--- config.mk ---
export PLATFORM = sky130hd
export DESIGN_NAME = fir_audio_sequencer_flat
export DESIGN_NICKNAME = d
export VERILOG_FILES = /design/src/rtl/fir_audio_sequencer_if.sv /design/src/rtl/fir_audio_sequencer.sv /design/src/flat_wrapper.sv
export SDC_FILE = /design/constraint.sdc
export NUM_CORES = 1
export LEC_CHECK = 0
export ABC_AREA = 0
export BUFFER_PORTS_ARGS = -buffer_cell sky130_fd_sc_hd__buf_2
export CAP_MARGIN = 20
export CORE_ASPECT_RATIO = 0.6
export CORE_MARGIN = 5
export CORE_UTILIZATION = 66
export DETAILED_ROUTE_END_ITERATION = 12
export GPL_TIMING_DRIVEN = 0
export PLACE_DENSITY = 0.81
export SYNTH_ARGS = -nofsm -noshare
export SYNTH_HDL_FRONTEND = slang
export SYNTH_SLANG_ARGS = --single-unit
--- constraint.sdc ---
create_clock -name clock -period 12.2 [get_ports clock]
set_clock_uncertainty 0.15 [all_clocks]
set_input_delay 0.61 -clock clock [delete_from_list [all_inputs] [get_ports clock]]
set_output_delay 0.61 -clock clock [all_outputs]
set_load 0.03 [all_outputs]
--- src/rtl/fir_audio_sequencer_if.sv ---
// Codec-side handshake bundle for fir_audio_sequencer.
// master: the sequencer (pops input FIFO, pushes output FIFO).
// slave : the codec FIFO side.
interface fir_audio_sequencer_if #(
    parameter int WIDTH = 24
);
    logic             read_ready;
    logic [WIDTH-1:0] readdata_left;
    logic [WIDTH-1:0] readdata_right;
    logic             write_ready;
    logic             read;
    logic             write;
    logic [WIDTH-1:0] writedata_left;
    logic [WIDTH-1:0] writedata_right;
    logic             busy;

    modport master (
        input  read_ready, readdata_left, readdata_right, write_ready,
        output read, write, writedata_left, writedata_right, busy
    );

    modport slave (
        output read_ready, readdata_left, readdata_right, write_ready,
        input  read, write, writedata_left, writedata_right, busy
    );
endinterface

--- src/rtl/fir_audio_sequencer.sv ---
// Time-multiplexed stereo moving-average FIR between the codec FIFOs.
// One tap per clock per channel; TAPS-deep history ring per channel.
// Optional feature macro: FIR_BYPASS_EN (adds a `bypass` input that routes the
// raw sample straight to the output, skipping accumulation).
module fir_audio_sequencer #(
    parameter int WIDTH = 24,
    parameter int TAPS  = 8
) (
    input  logic                  clock,
    input  logic                  reset_n,
`ifdef FIR_BYPASS_EN
    input  logic                  bypass,
`endif
    fir_audio_sequencer_if.master bus
);
    localparam int SHIFT = $clog2(TAPS);
    localparam int PTR_W = SHIFT;

    typedef enum logic [1:0] {IDLE, ACCUM, OUT} state_t;

    state_t                   state_q, state_d;
    logic [PTR_W-1:0]         wr_ptr_q, wr_ptr_d;
    logic [PTR_W-1:0]         k_q, k_d;
    logic signed [WIDTH-1:0]  acc_l_q, acc_l_d;
    logic signed [WIDTH-1:0]  acc_r_q, acc_r_d;
    logic [WIDTH-1:0]         wd_l_q, wd_l_d;
    logic [WIDTH-1:0]         wd_r_q, wd_r_d;
    logic                     read_q, read_d;
    logic                     write_q, write_d;
    logic                     busy_q, busy_d;
    logic                     hist_we;

    logic signed [WIDTH-1:0]  hist_l_q [TAPS];
    logic signed [WIDTH-1:0]  hist_r_q [TAPS];

    // Newest sample sits at wr_ptr; k walks backwards through the ring.
    logic [PTR_W-1:0]         rd_idx;
    logic signed [WIDTH-1:0]  term_l, term_r;
    logic signed [WIDTH-1:0]  sum_l, sum_r;

    assign rd_idx = wr_ptr_q - k_q;
    assign term_l = hist_l_q[rd_idx] >>> SHIFT;
    assign term_r = hist_r_q[rd_idx] >>> SHIFT;
    // Pre-scaled terms cannot overflow WIDTH when summed over TAPS taps.
    assign sum_l  = acc_l_q + term_l;
    assign sum_r  = acc_r_q + term_r;

    // Next-state and registered-output computation for the sequencer FSM.
    always_comb begin
        state_d  = state_q;
        wr_ptr_d = wr_ptr_q;
        k_d      = k_q;
        acc_l_d  = acc_l_q;
        acc_r_d  = acc_r_q;
        wd_l_d   = wd_l_q;
        wd_r_d   = wd_r_q;
        read_d   = 1'b0;
        write_d  = 1'b0;
        hist_we  = 1'b0;
        case (state_q)
            IDLE: begin
                if (bus.read_ready) begin
                    hist_we = 1'b1;
                    read_d  = 1'b1;
                    acc_l_d = '0;
                    acc_r_d = '0;
                    k_d     = '0;
                    state_d = ACCUM;
`ifdef FIR_BYPASS_EN
                    if (bypass) begin
                        wd_l_d  = bus.readdata_left;
                        wd_r_d  = bus.readdata_right;
                        state_d = OUT;
                    end
`endif
                end
            end
            ACCUM: begin
                acc_l_d = sum_l;
                acc_r_d = sum_r;
                k_d     = k_q + 1'b1;
                if (k_q == PTR_W'(TAPS - 1)) begin
                    // Output register loads with the final sum on the way into OUT.
                    wd_l_d  = sum_l;
                    wd_r_d  = sum_r;
                    state_d = OUT;
                end
            end
            OUT: begin
                if (bus.write_ready) begin
                    write_d  = 1'b1;
                    wr_ptr_d = wr_ptr_q + 1'b1;
                    state_d  = IDLE;
                end
            end
            default: state_d = IDLE;
        endcase
        busy_d = (state_d != IDLE);
    end

    // State and output registers; synchronous reset aborts any sample in flight.
    always_ff @(posedge clock) begin
        if (!reset_n) begin
            state_q  <= IDLE;
            wr_ptr_q <= '0;
            k_q      <= '0;
            acc_l_q  <= '0;
            acc_r_q  <= '0;
            wd_l_q   <= '0;
            wd_r_q   <= '0;
            read_q   <= 1'b0;
            write_q  <= 1'b0;
            busy_q   <= 1'b0;
        end else begin
            state_q  <= state_d;
            wr_ptr_q <= wr_ptr_d;
            k_q      <= k_d;
            acc_l_q  <= acc_l_d;
            acc_r_q  <= acc_r_d;
            wd_l_q   <= wd_l_d;
            wd_r_q   <= wd_r_d;
            read_q   <= read_d;
            write_q  <= write_d;
            busy_q   <= busy_d;
        end
    end

    // History rings: one write per accepted sample, cleared on reset.
    always_ff @(posedge clock) begin
        if (!reset_n) begin
            for (int i = 0; i < TAPS; i++) begin
                hist_l_q[i] <= '0;
                hist_r_q[i] <= '0;
            end
        end else if (hist_we) begin
            hist_l_q[wr_ptr_q] <= bus.readdata_left;
            hist_r_q[wr_ptr_q] <= bus.readdata_right;
        end
    end

    assign bus.read            = read_q;
    assign bus.write           = write_q;
    assign bus.writedata_left  = wd_l_q;
    assign bus.writedata_right = wd_r_q;
    assign bus.busy            = busy_q;
endmodule

--- src/flat_wrapper.sv ---
// flat-port wrapper written by rule: the top's interface ports become plain ports
module fir_audio_sequencer_flat 
#(
    parameter int WIDTH = 24,
    parameter int TAPS  = 8
)
  (clock, reset_n, bus_read_ready, bus_readdata_left, bus_readdata_right, bus_write_ready, bus_read, bus_write, bus_writedata_left, bus_writedata_right, bus_busy);
  fir_audio_sequencer_if #(.WIDTH(WIDTH)) bus_i ();
  input  logic clock;
  input  logic reset_n;
  input wire logic [$bits(bus_i.read_ready)-1:0] bus_read_ready;
  input wire logic [$bits(bus_i.readdata_left)-1:0] bus_readdata_left;
  input wire logic [$bits(bus_i.readdata_right)-1:0] bus_readdata_right;
  input wire logic [$bits(bus_i.write_ready)-1:0] bus_write_ready;
  output wire logic [$bits(bus_i.read)-1:0] bus_read;
  output wire logic [$bits(bus_i.write)-1:0] bus_write;
  output wire logic [$bits(bus_i.writedata_left)-1:0] bus_writedata_left;
  output wire logic [$bits(bus_i.writedata_right)-1:0] bus_writedata_right;
  output wire logic [$bits(bus_i.busy)-1:0] bus_busy;
  assign bus_i.read_ready = bus_read_ready;
  assign bus_i.readdata_left = bus_readdata_left;
  assign bus_i.readdata_right = bus_readdata_right;
  assign bus_i.write_ready = bus_write_ready;
  assign bus_read = bus_i.read;
  assign bus_write = bus_i.write;
  assign bus_writedata_left = bus_i.writedata_left;
  assign bus_writedata_right = bus_i.writedata_right;
  assign bus_busy = bus_i.busy;
  fir_audio_sequencer #(.WIDTH(WIDTH), .TAPS(TAPS)) u_core (.clock(clock), .reset_n(reset_n), .bus(bus_i));
endmodule
; ---- Word-level counts from Yosys, hierarchy flattened
; Memory sizes are Yosys's and may differ from the RTL's.
; Cells that the tools add are included.
[classes]
muxes = 22
n_eq_ne = 4
n_addsub = 5
n_reduce_logical = 9
[op_table]
columns = cell, n
row1 = case mux 24 bit (2 select lines), 2
row2 = two-way mux 24 bit, 3
row3 = adder 24 x 21 -> 24 bit, 2
row4 = OR reduction 24 bit, 2
row5 = two-way mux 1 bit, 9
row6 = two-way mux 3 bit, 3
row7 = AND reduction 2 bit, 4
row8 = adder 3 x 1 -> 3 bit (second input constant), 2
row9 = two-way mux 2 bit, 3
row10 = case mux 2 bit (3 select lines), 1
row11 = case mux 3 bit (2 select lines), 1
row12 = nonzero test 2 bit, 2
row13 = == test 3 bit (second input constant), 1
row14 = subtractor 3 bit, 1
row15 = == test 2 x 1 -> 1 bit (second input constant), 1
row16 = == test 2 bit (second input constant), 1
row17 = logical NOT 2 bit, 1
row18 = != test 2 bit (second input constant), 1
[word_totals]
elab_cells = 52
output_inout_bits = 51
register_bits = 107
inputBits = 52
n_memories = 2
ram_bits = 384
[mem_list]
columns = memory, words, width, rd, rd_ports_with_merged_regs, wr, line
row1 = u_core.hist_l_q, 8, 24, 1, 0, 8, fir_audio_sequencer.sv:33  ; logic signed [WIDTH-1:0] hist_l_q [TAPS];
row2 = u_core.hist_r_q, 8, 24, 1, 0, 8, fir_audio_sequencer.sv:34  ; logic signed [WIDTH-1:0] hist_r_q [TAPS];

; ---- Logic depth before layout (Yosys ltp)
; Gate-level depths: netlist of run 1.
[depth]
word_depth = 7
ltp_mapped = 21
ltp_nobuf = 18

; ---- Worst setup path before layout of run 1
; No wires, ideal clock.
[synth_path]
path_kind = reg2reg
start = register u_core.wr_ptr_q[0]
end = register u_core.wd_l_q[22] (netlist: u_core.bus.writedata_left[22])
n_path_buf = 2
setup_slack_ns = 7.468
required_ns = 11.980
synth_period_minus_slack_ns = 4.732
arrival_ns = 4.512
setup_ns = 0.070
path_stages_with_launch = 17
cell_sequence = dfxtp_1 inv_1 ha_1 clkbuf_1 buf_1 mux4_2 mux2_2 ha_1 fa_1 a21o_1 a21oi_1 o21ai_0 a311oi_1 o31ai_1 xnor2_1 nand2_1 a21oi_1
[synth_via]
elab_chain_len = 3
[synth_lines]
columns = item, line
row1 = start: declaration, fir_audio_sequencer.sv:22  ; logic [PTR_W-1:0] wr_ptr_q, wr_ptr_d;
row2 = start signal: assignment, fir_audio_sequencer.sv:116  ; wr_ptr_q <= wr_ptr_d;
row3 = subtractor 3 bit, fir_audio_sequencer.sv:41  ; assign rd_idx = wr_ptr_q - k_q;
row4 = memory read (8 x 24 bit), --
row5 = adder 24 x 21 -> 24 bit, fir_audio_sequencer.sv:45  ; assign sum_l = acc_l_q + term_l;
row6 = end signal: assignment, fir_audio_sequencer.sv:120  ; wd_l_q <= wd_l_d;
row7 = end: declaration, fir_audio_sequencer.sv:26  ; logic [WIDTH-1:0] wd_l_q, wd_l_d;
; No other way between the ends.
; A chain may end at the register's enable or synchronous reset.

; ---- Worst setup path after layout of run 1
; Same ends and word-level chain as after synthesis.

==> run metrics, run 1 <==
Worst-Margin Slew 1.13 ns; Yosys warning count 0; total of hold buffers inserted after clock tree synthesis 0; # rows 50; total setup buffers inserted after CTS 0; post-placement cell count 2150; DRC violations left 0; leakage dissipation 0.00916 uW; clock tree from TritonCTS built; max_cap viols 0; share of power burned in combinational logic 14.4%; number of global-route vias before repair approximately 14000; die span in y 148 um; total via count in the routed design 14500; minimum setup slack in the final design ~6.4 ns; synth unique cells 60; net count after synthesis around 1700; clock-pin transition on the worst setup and hold timing paths 0.06 ns; Synth top area share 47.9%; Net Switching 883 uW; xor and xnor area share after synthesis 1.85%; startpoint types register; standard cell core area 0.0313 sq mm; commonest register cell after synthesis sky130_fd_sc_hd__edfxtp_1; net switching fraction of the power 26.1%; setup repair after global routing missed its margin false; final cell count without fillers 2225; cell breakdown of the critical path inv_1, ha_1, inv_1, fa_1, xnor3_1, buf_6, clkbuf_1, mux4_2, mux2_2, ha_1, fa_1, a21o_1, a21oi_1, o21ai_0, a311oi_1, o31ai_1, xnor2_1, nand2_1, a21oi_1; Post-Synth Simple-Gate Area 15.6%; worst vdd ir 0.000116 V; Routability Congestion ~0.97; multiplexer fraction of the synthesized cell area 11.6%; quantity of I/O buffers inserted on ports 96; fraction of power consumed by sequential logic 50.2%; largest net degree at the start of global routing 25; class of the most critical setup path register to register; post-synthesis share of cell area spent on full adders, half adders and majority gates 3.37%; Synth top cells by count sky130_fd_sc_hd__and2_1, sky130_fd_sc_hd__edfxtp_1, sky130_fd_sc_hd__dfxtp_1; filler cell count 1928; critical path's top delay family compound AO/OA/AOI/OAI gates; Congestion Overflow GR 0; number of buffers added by the clock tree synthesis step 40; wire length of the first global-routing pass 87100 um; synthesized area per cell 13.0 sq um; detailed-placement wirelength estimate 40000 um; layout cell share with drive strength beyond 1 between 10% and 20%; capturing element type of the critical path register; synthesis-to-layout area growth 11.9%; Crit path largest cell delay roughly 0.83 ns; H-tree lvl count 2; boundary pin count 103; final total negative setup slack 0 ns; fraction of the yosys area taken by sequential cells between 50 and 60%; Hold Path Class primary input to register; effective utilization at floorplan 67.3%; TritonCTS Sinks 443; async set-reset flop share out of synthesis 0%; largest family of logic cells by synthesized area simple AND/OR/NAND/NOR gates; routed wirelength normalized by instance count around 26 um; data arrival time of the worst path approximately 6.2 ns; max-slew violations 0; endpoint required time on the critical path 12.52 ns; final setup violation count 0; Max Fanout on Critical Path 10; total power density per cell area around 140 mW/mm^2; Max Fclk 0.171 GHz; Post-DRT Antenna Nets 0; count of flip-flops with a built-in enable after synthesis 336; top-count cell post-synth sky130_fd_sc_hd__and2_1; total die area 0.0357 sq mm; Synth Cell Area 0.0211 sq mm; overall die width 241 um; clock network fraction of total power 35.4%; final-report hold violation count 0; largest area contributor in the netlist sky130_fd_sc_hd__edfxtp_1; Total Routing Usage GR 32.6%; Via-to-Cell Ratio 6.52; number of DRC violations after detailed-routing iteration 0 2205; crit path time final 5.85 ns; wire length reported by the detailed router 57700 um; cell-internal power ~2500 uW; clock latency of the later-clocked register in the worst-skew pair around 0.56 ns; #FFs+latches synth ~440; worst slack after detailed placement 6.32 ns; run status finished clean; initial antenna violation count 6; cells after synthesis 1628; share of the clock period used by the worst path a little under half; ranking of synthesized cells by area sky130_fd_sc_hd__edfxtp_1, sky130_fd_sc_hd__dfxtp_1, sky130_fd_sc_hd__and2_1; count of buffer and inverter cells on the critical path 4; post-CTS sizing 0; CP max stage cell sky130_fd_sc_hd__clkbuf_1; count of TritonRoute iterations in the first routing pass 6; master cell of the clock root buffer sky130_fd_sc_hd__clkbuf_16; post-layout net count 1885; Rel. slew slack 24.1%; area fraction in compound gates after synthesis 7.49%; Max Root-Sink Buffers 3
cells in the final DEF (no fill, tap or decap), types with 5 or more instances in the layout:
| master | Yosys | layout |
|---|---|---|
| sky130_fd_sc_hd__nor3_1 | 11 | 11 |
| sky130_fd_sc_hd__a22o_1 | 11 | 11 |
| sky130_fd_sc_hd__xor2_1 | 16 | 16 |
| sky130_fd_sc_hd__nand2_1 | 103 | 103 |
| sky130_fd_sc_hd__o21a_1 | 6 | 6 |
| sky130_fd_sc_hd__mux2_2 | 41 | 41 |
| sky130_fd_sc_hd__dfxtp_1 | 107 | 107 |
| sky130_fd_sc_hd__o211ai_1 | 10 | 10 |
| sky130_fd_sc_hd__edfxtp_1 | 336 | 336 |
| sky130_fd_sc_hd__o21ai_4 | 0 | 6 |
| sky130_fd_sc_hd__and3_1 | 6 | 6 |
| sky130_fd_sc_hd__o21ai_0 | 50 | 44 |
| sky130_fd_sc_hd__mux4_2 | 84 | 84 |
| sky130_fd_sc_hd__nor2_1 | 70 | 70 |
| sky130_fd_sc_hd__a21o_1 | 25 | 25 |
| sky130_fd_sc_hd__inv_1 | 15 | 15 |
| sky130_fd_sc_hd__buf_2 | 9 | 105 |
| sky130_fd_sc_hd__clkbuf_1 | 83 | 92 |
| sky130_fd_sc_hd__clkinv_2 | 0 | 6 |
| sky130_fd_sc_hd__nor2b_1 | 7 | 7 |
| sky130_fd_sc_hd__clkbuf_16 | 0 | 41 |
| sky130_fd_sc_hd__mux2i_1 | 7 | 7 |
| sky130_fd_sc_hd__nand2b_1 | 8 | 6 |
| sky130_fd_sc_hd__ha_1 | 52 | 52 |
| sky130_fd_sc_hd__o21bai_1 | 6 | 6 |
| sky130_fd_sc_hd__and4_1 | 5 | 5 |
| sky130_fd_sc_hd__a21oi_1 | 70 | 70 |
| sky130_fd_sc_hd__and2_1 | 340 | 340 |
| sky130_fd_sc_hd__nand4_1 | 9 | 9 |
| sky130_fd_sc_hd__a22oi_1 | 20 | 20 |
| sky130_fd_sc_hd__buf_1 | 5 | 5 |
| sky130_fd_sc_hd__a211oi_1 | 8 | 8 |
| sky130_fd_sc_hd__xnor2_1 | 26 | 26 |
| sky130_fd_sc_hd__nand3_1 | 28 | 28 |
| sky130_fd_sc_hd__buf_12 | 0 | 8 |
tightest hold or removal path, delay by kind of cell:
family                 cells  cell delay (ns)
buffers and inverters      1             0.11
and+or+nand+nor            2             0.12
cells by family (layout without fill, tap and decap cells):
kind of cell / Yosys count / count (layout)
other cells: 0 / 3
fa+ha+maj: 55 / 55
mux: 133 / 133
xor+xnor: 43 / 43
buf+inv: 113 / 291
flops: 443 / 443
compound gates: 242 / 242
simple gates: 599 / 599
power groups by stage:
stage	combinational (uW)	sequential (uW)	clock, uW
floorplan	309	1730	0
global placement	450	1740	0
detailed placement	471	1730	0
CTS	475	1700	1200
global route	516	1700	1270
finish	487	1700	1200
area by class of cell:
type	count	area, sq um	area share [%]
antenna	3	7.51	0.0318
tap	416	520	2.21
timing repair buffer	108	712	3.02
sequential	443	12200	51.8
buffer	98	387	1.64
multi-input combinational	1072	8480	35.9
clock buffer	54	1110	4.72
inverter	15	56.3	0.239
clock inverter	16	88.8	0.376
routing by layer:
metal | vias to the layer above | GRT usage, % | wire (um)
li1 | 6294 | - | -
met1 | 7137 | 50.4 | 23900
met2 | 935 | 46.0 | 24800
met3 | 127 | 9.10 | 7370
met4 | 8 | 8.77 | 1640
met5 | - | 0 | 47
sequential cells by signal, indices dropped and copies added (netlist names):
signal and cells:
u_core.bus.read 1, u_core.hist_r_q 168, u_core.k_q 3, u_core.wr_ptr_q 3, u_core.acc_r_q 24, u_core.bus.busy 1
u_core.hist_l_q 168, u_core.state_q 2, u_core.bus.writedata_right 24, u_core.bus.write 1, u_core.acc_l_q 24, u_core.bus.writedata_left 24
path summary, 6_finish.rpt:
path	to	slack (ns)	startpoint	cells after the start
worst min-delay path	u_core.bus.write	0.19	bus_write_ready	3
worst min register to register	u_core.bus.writedata_left[22]	0.31	u_core.bus.writedata_left[22]	2
worst max register to register	u_core.bus.writedata_left[22]	6.35	u_core.wr_ptr_q[0]	19
worst max-delay path	u_core.bus.writedata_left[22]	6.35	u_core.wr_ptr_q[0]	19
through the flow:
stage               utilization (%)  total power [uW]  hold WS (ns)  area [sq um]
finish                         75.3              3390         0.191         23600
global route                   75.3              3490         0.182         23600
CTS                            75.2              3380         0.170         23600
detailed placement             71.4              2200         0.297         22400
global placement               70.5              2190         0.291         22100
floorplan                         -              2040         0.282         21100
Power figures use the tool's default switching activity.
==> inputs of run 2 (changes only) <==
--- a/config.mk
+++ b/config.mk
@@ -10,10 +10,10 @@
 export CAP_MARGIN = 20
 export CORE_ASPECT_RATIO = 0.6
 export CORE_MARGIN = 5
-export CORE_UTILIZATION = 66
+export CORE_UTILIZATION = 56
 export DETAILED_ROUTE_END_ITERATION = 12
 export GPL_TIMING_DRIVEN = 0
-export PLACE_DENSITY = 0.81
+export PLACE_DENSITY = 0.73
 export SYNTH_ARGS = -nofsm -noshare
 export SYNTH_HDL_FRONTEND = slang
 export SYNTH_SLANG_ARGS = --single-unit
==> constraint.sdc (replaced) <==
create_clock -name clock -period 5.3 [get_ports clock]
set_clock_uncertainty 0.15 [all_clocks]
set_input_delay 0.265 -clock clock [delete_from_list [all_inputs] [get_ports clock]]
set_output_delay 0.265 -clock clock [all_outputs]
set_load 0.03 [all_outputs]
==> run 2 against run 1 <==
Effect of this change: fmax grew 15%; sequential power up 130%; via count shrank 0.97%; largest power group unchanged; critical path depth down 1.
==> run metrics, run 2 (same netlist as run 1, synthesis figures left out) <==
layout cell share with drive strength beyond 1 about 18%; setup repair after global routing missed its margin false; leakage dissipation 0.00947 uW; run status finished clean; wire length reported by the detailed router 57800 um; count of buffer and inverter cells on the critical path 4; depth of the worst register-to-register path 18; clock tree from TritonCTS built; capturing element type of the critical path register; number of global-route vias before repair 14000; routed wirelength normalized by instance count 24.4 um; standard cell core area 0.0374 sq mm; detailed-placement wirelength estimate 40300 um; number of DRC violations after detailed-routing iteration 0 1670; # rows 55; clock-pin transition on the worst setup and hold timing paths 0.07 ns; endpoint required time on the critical path 5.65 ns; worst slack after detailed placement -0.662 ns; Max Fclk 0.196 GHz; Rel. slew slack 23.4%; most common cell after layout, fill and taps aside sky130_fd_sc_hd__and2_1; CP max stage cell sky130_fd_sc_hd__or4_1; max_cap viols 0; final-report hold violation count 0; Largest regs u_core.hist_l_q: 168 flops, u_core.hist_r_q: 168 flops; TritonCTS Sinks 443; Hold Path Class register to register; crit path time final 5.11 ns; post-placement cell count 2248; Routability Congestion between 0.9 and 1; final cell count without fillers 2369; Worst-Margin Slew 1.14 ns; Post-DRT Antenna Nets 0; clock latency of the later-clocked register in the worst-skew pair approximately 0.56 ns; Total Routing Usage GR 27.4%; Max Root-Sink Buffers 3; largest net degree at the start of global routing 23; post-layout net count ~1900; startpoint types register; Max Fanout on Critical Path 10; H-tree lvl count 2; Congestion Overflow GR 0; class of the most critical setup path register to register; boundary pin count 103; total via count in the routed design 14400; cell breakdown of the critical path inv_1, ha_2, inv_1, fa_1, xnor3_1, buf_6, clkbuf_4, mux4_2, mux2_2, ha_1, a21o_1, a21oi_1, a21oi_1, o2111ai_2, a41oi_2, a41o_1, or4_1, nand4_1; quantity of I/O buffers inserted on ports between 90 and 100; minimum setup slack in the final design 0.193 ns; initial antenna violation count 4; logic depth of the worst path, buffers included 18; sum of internal, switching and leakage power 8050 uW; effective utilization at floorplan 56.3%; synthesis-to-layout area growth 15.7%; total power density per cell area 330 mW/mm^2; die span in y 160 um; Via-to-Cell Ratio 6.06; DRC violations left 0; most used cells in the layout excluding fill and tap cells sky130_fd_sc_hd__and2_1, sky130_fd_sc_hd__edfxtp_1, sky130_fd_sc_hd__dfxtp_1; wire length of the first global-routing pass ~86000 um; share of the clock period used by the worst path between 90% and 100%; worst vdd ir 0.000256 V; Crit path largest cell delay 0.43 ns; critical path's top delay family compound AO/OA/AOI/OAI gates; overall die width ~260 um; cell count of the worst hold path 2; final setup violation count 0; max-slew violations 0; data arrival time of the worst path 5.46 ns; master cell of the clock root buffer sky130_fd_sc_hd__clkbuf_16; number of buffers added by the clock tree synthesis step 41; total die area 0.0418 sq mm; count of TritonRoute iterations in the first routing pass 6
## run 2: cell count changes in the layout (fill, tap and decap cells not counted), sizes merged
cell	change
clkinvlp	-2
buf	-2
diode	-1
clkbuf	+1
clkinv	+3
inv	-1
dlygate4sd3	+45
bufinv	+4
## run 2: layout make-up
class / instances / area, sq um
flip-flops and latches: 443 / 12200
diodes: 2 / 5.00
repair buffers: 152 / 1190
well taps: 513 / 642
multi-input cells: 1072 / 8520
fillers: 2762 / 13000
clock inverters: 20 / 201
inverters: 15 / 56.3
plain buffers: 97 / 423
clock buffers: 55 / 1120
## run 2: repair_timing
item,in CTS,in global routing
hold buffers,45,0
pin swaps,0,1
gates resized for setup,20,21
endpoints found under the hold margin,339,0
endpoints found under the setup margin,46,35
buffers inserted,0,0
## run 2: final timing paths
kind                                  from                            end  slack (ns)
min reg2reg  u_core.bus.writedata_left[13]  u_core.bus.writedata_left[13]        0.31
max reg2reg             u_core.wr_ptr_q[0]             u_core.acc_r_q[23]        0.19
max                     u_core.wr_ptr_q[0]             u_core.acc_r_q[23]        0.19
min          u_core.bus.writedata_left[13]  u_core.bus.writedata_left[13]        0.31
## run 2: stage by stage
stage	setup TNS, ns	instance area [sq um]	hold WS, ns	util, %
2_1_floorplan	0	21100	0.256	-
3_3_place_gp	-641.71	22200	0.290	59.3
3_5_place_dp	-10.24	22500	0.296	60.2
4_1_cts	0	24300	0.305	65.0
5_1_grt	0	24400	0.328	65.1
6_report	0	24400	0.305	65.2
## run 2: worst reg2reg max path: stages (launching register included)
cell                        delay, ns
sky130_fd_sc_hd__dfxtp_1         0.35
sky130_fd_sc_hd__inv_1           0.11
sky130_fd_sc_hd__ha_2            0.17
sky130_fd_sc_hd__inv_1           0.05
sky130_fd_sc_hd__fa_1            0.37
sky130_fd_sc_hd__xnor3_1         0.24
sky130_fd_sc_hd__buf_6           0.17
sky130_fd_sc_hd__clkbuf_4        0.30
sky130_fd_sc_hd__mux4_2          0.37
sky130_fd_sc_hd__mux2_2          0.33
sky130_fd_sc_hd__ha_1            0.35
sky130_fd_sc_hd__a21o_1          0.19
sky130_fd_sc_hd__a21oi_1         0.19
sky130_fd_sc_hd__a21oi_1         0.15
sky130_fd_sc_hd__o2111ai_2       0.35
sky130_fd_sc_hd__a41oi_2         0.33
sky130_fd_sc_hd__a41o_1          0.36
sky130_fd_sc_hd__or4_1           0.43
sky130_fd_sc_hd__nand4_1         0.10
## run 2: where the power goes
part           switching [uW]  total (uW)  leakage, uW  internal, uW
logic                     699        1150      0.00447           452
registers                52.8        3910      0.00434          3860
clock network            1300        2990     0.000648          1690
total                    2060        8050      0.00947          6000
## run 2: per-layer routing
metal	track usage, %	wire length [um]	vias to the layer above
met5	0	24	-
met4	5.35	1090	4
met3	7.02	6330	101
met2	41.3	25700	760
met1	40.9	24700	7125
li1	-	-	6370
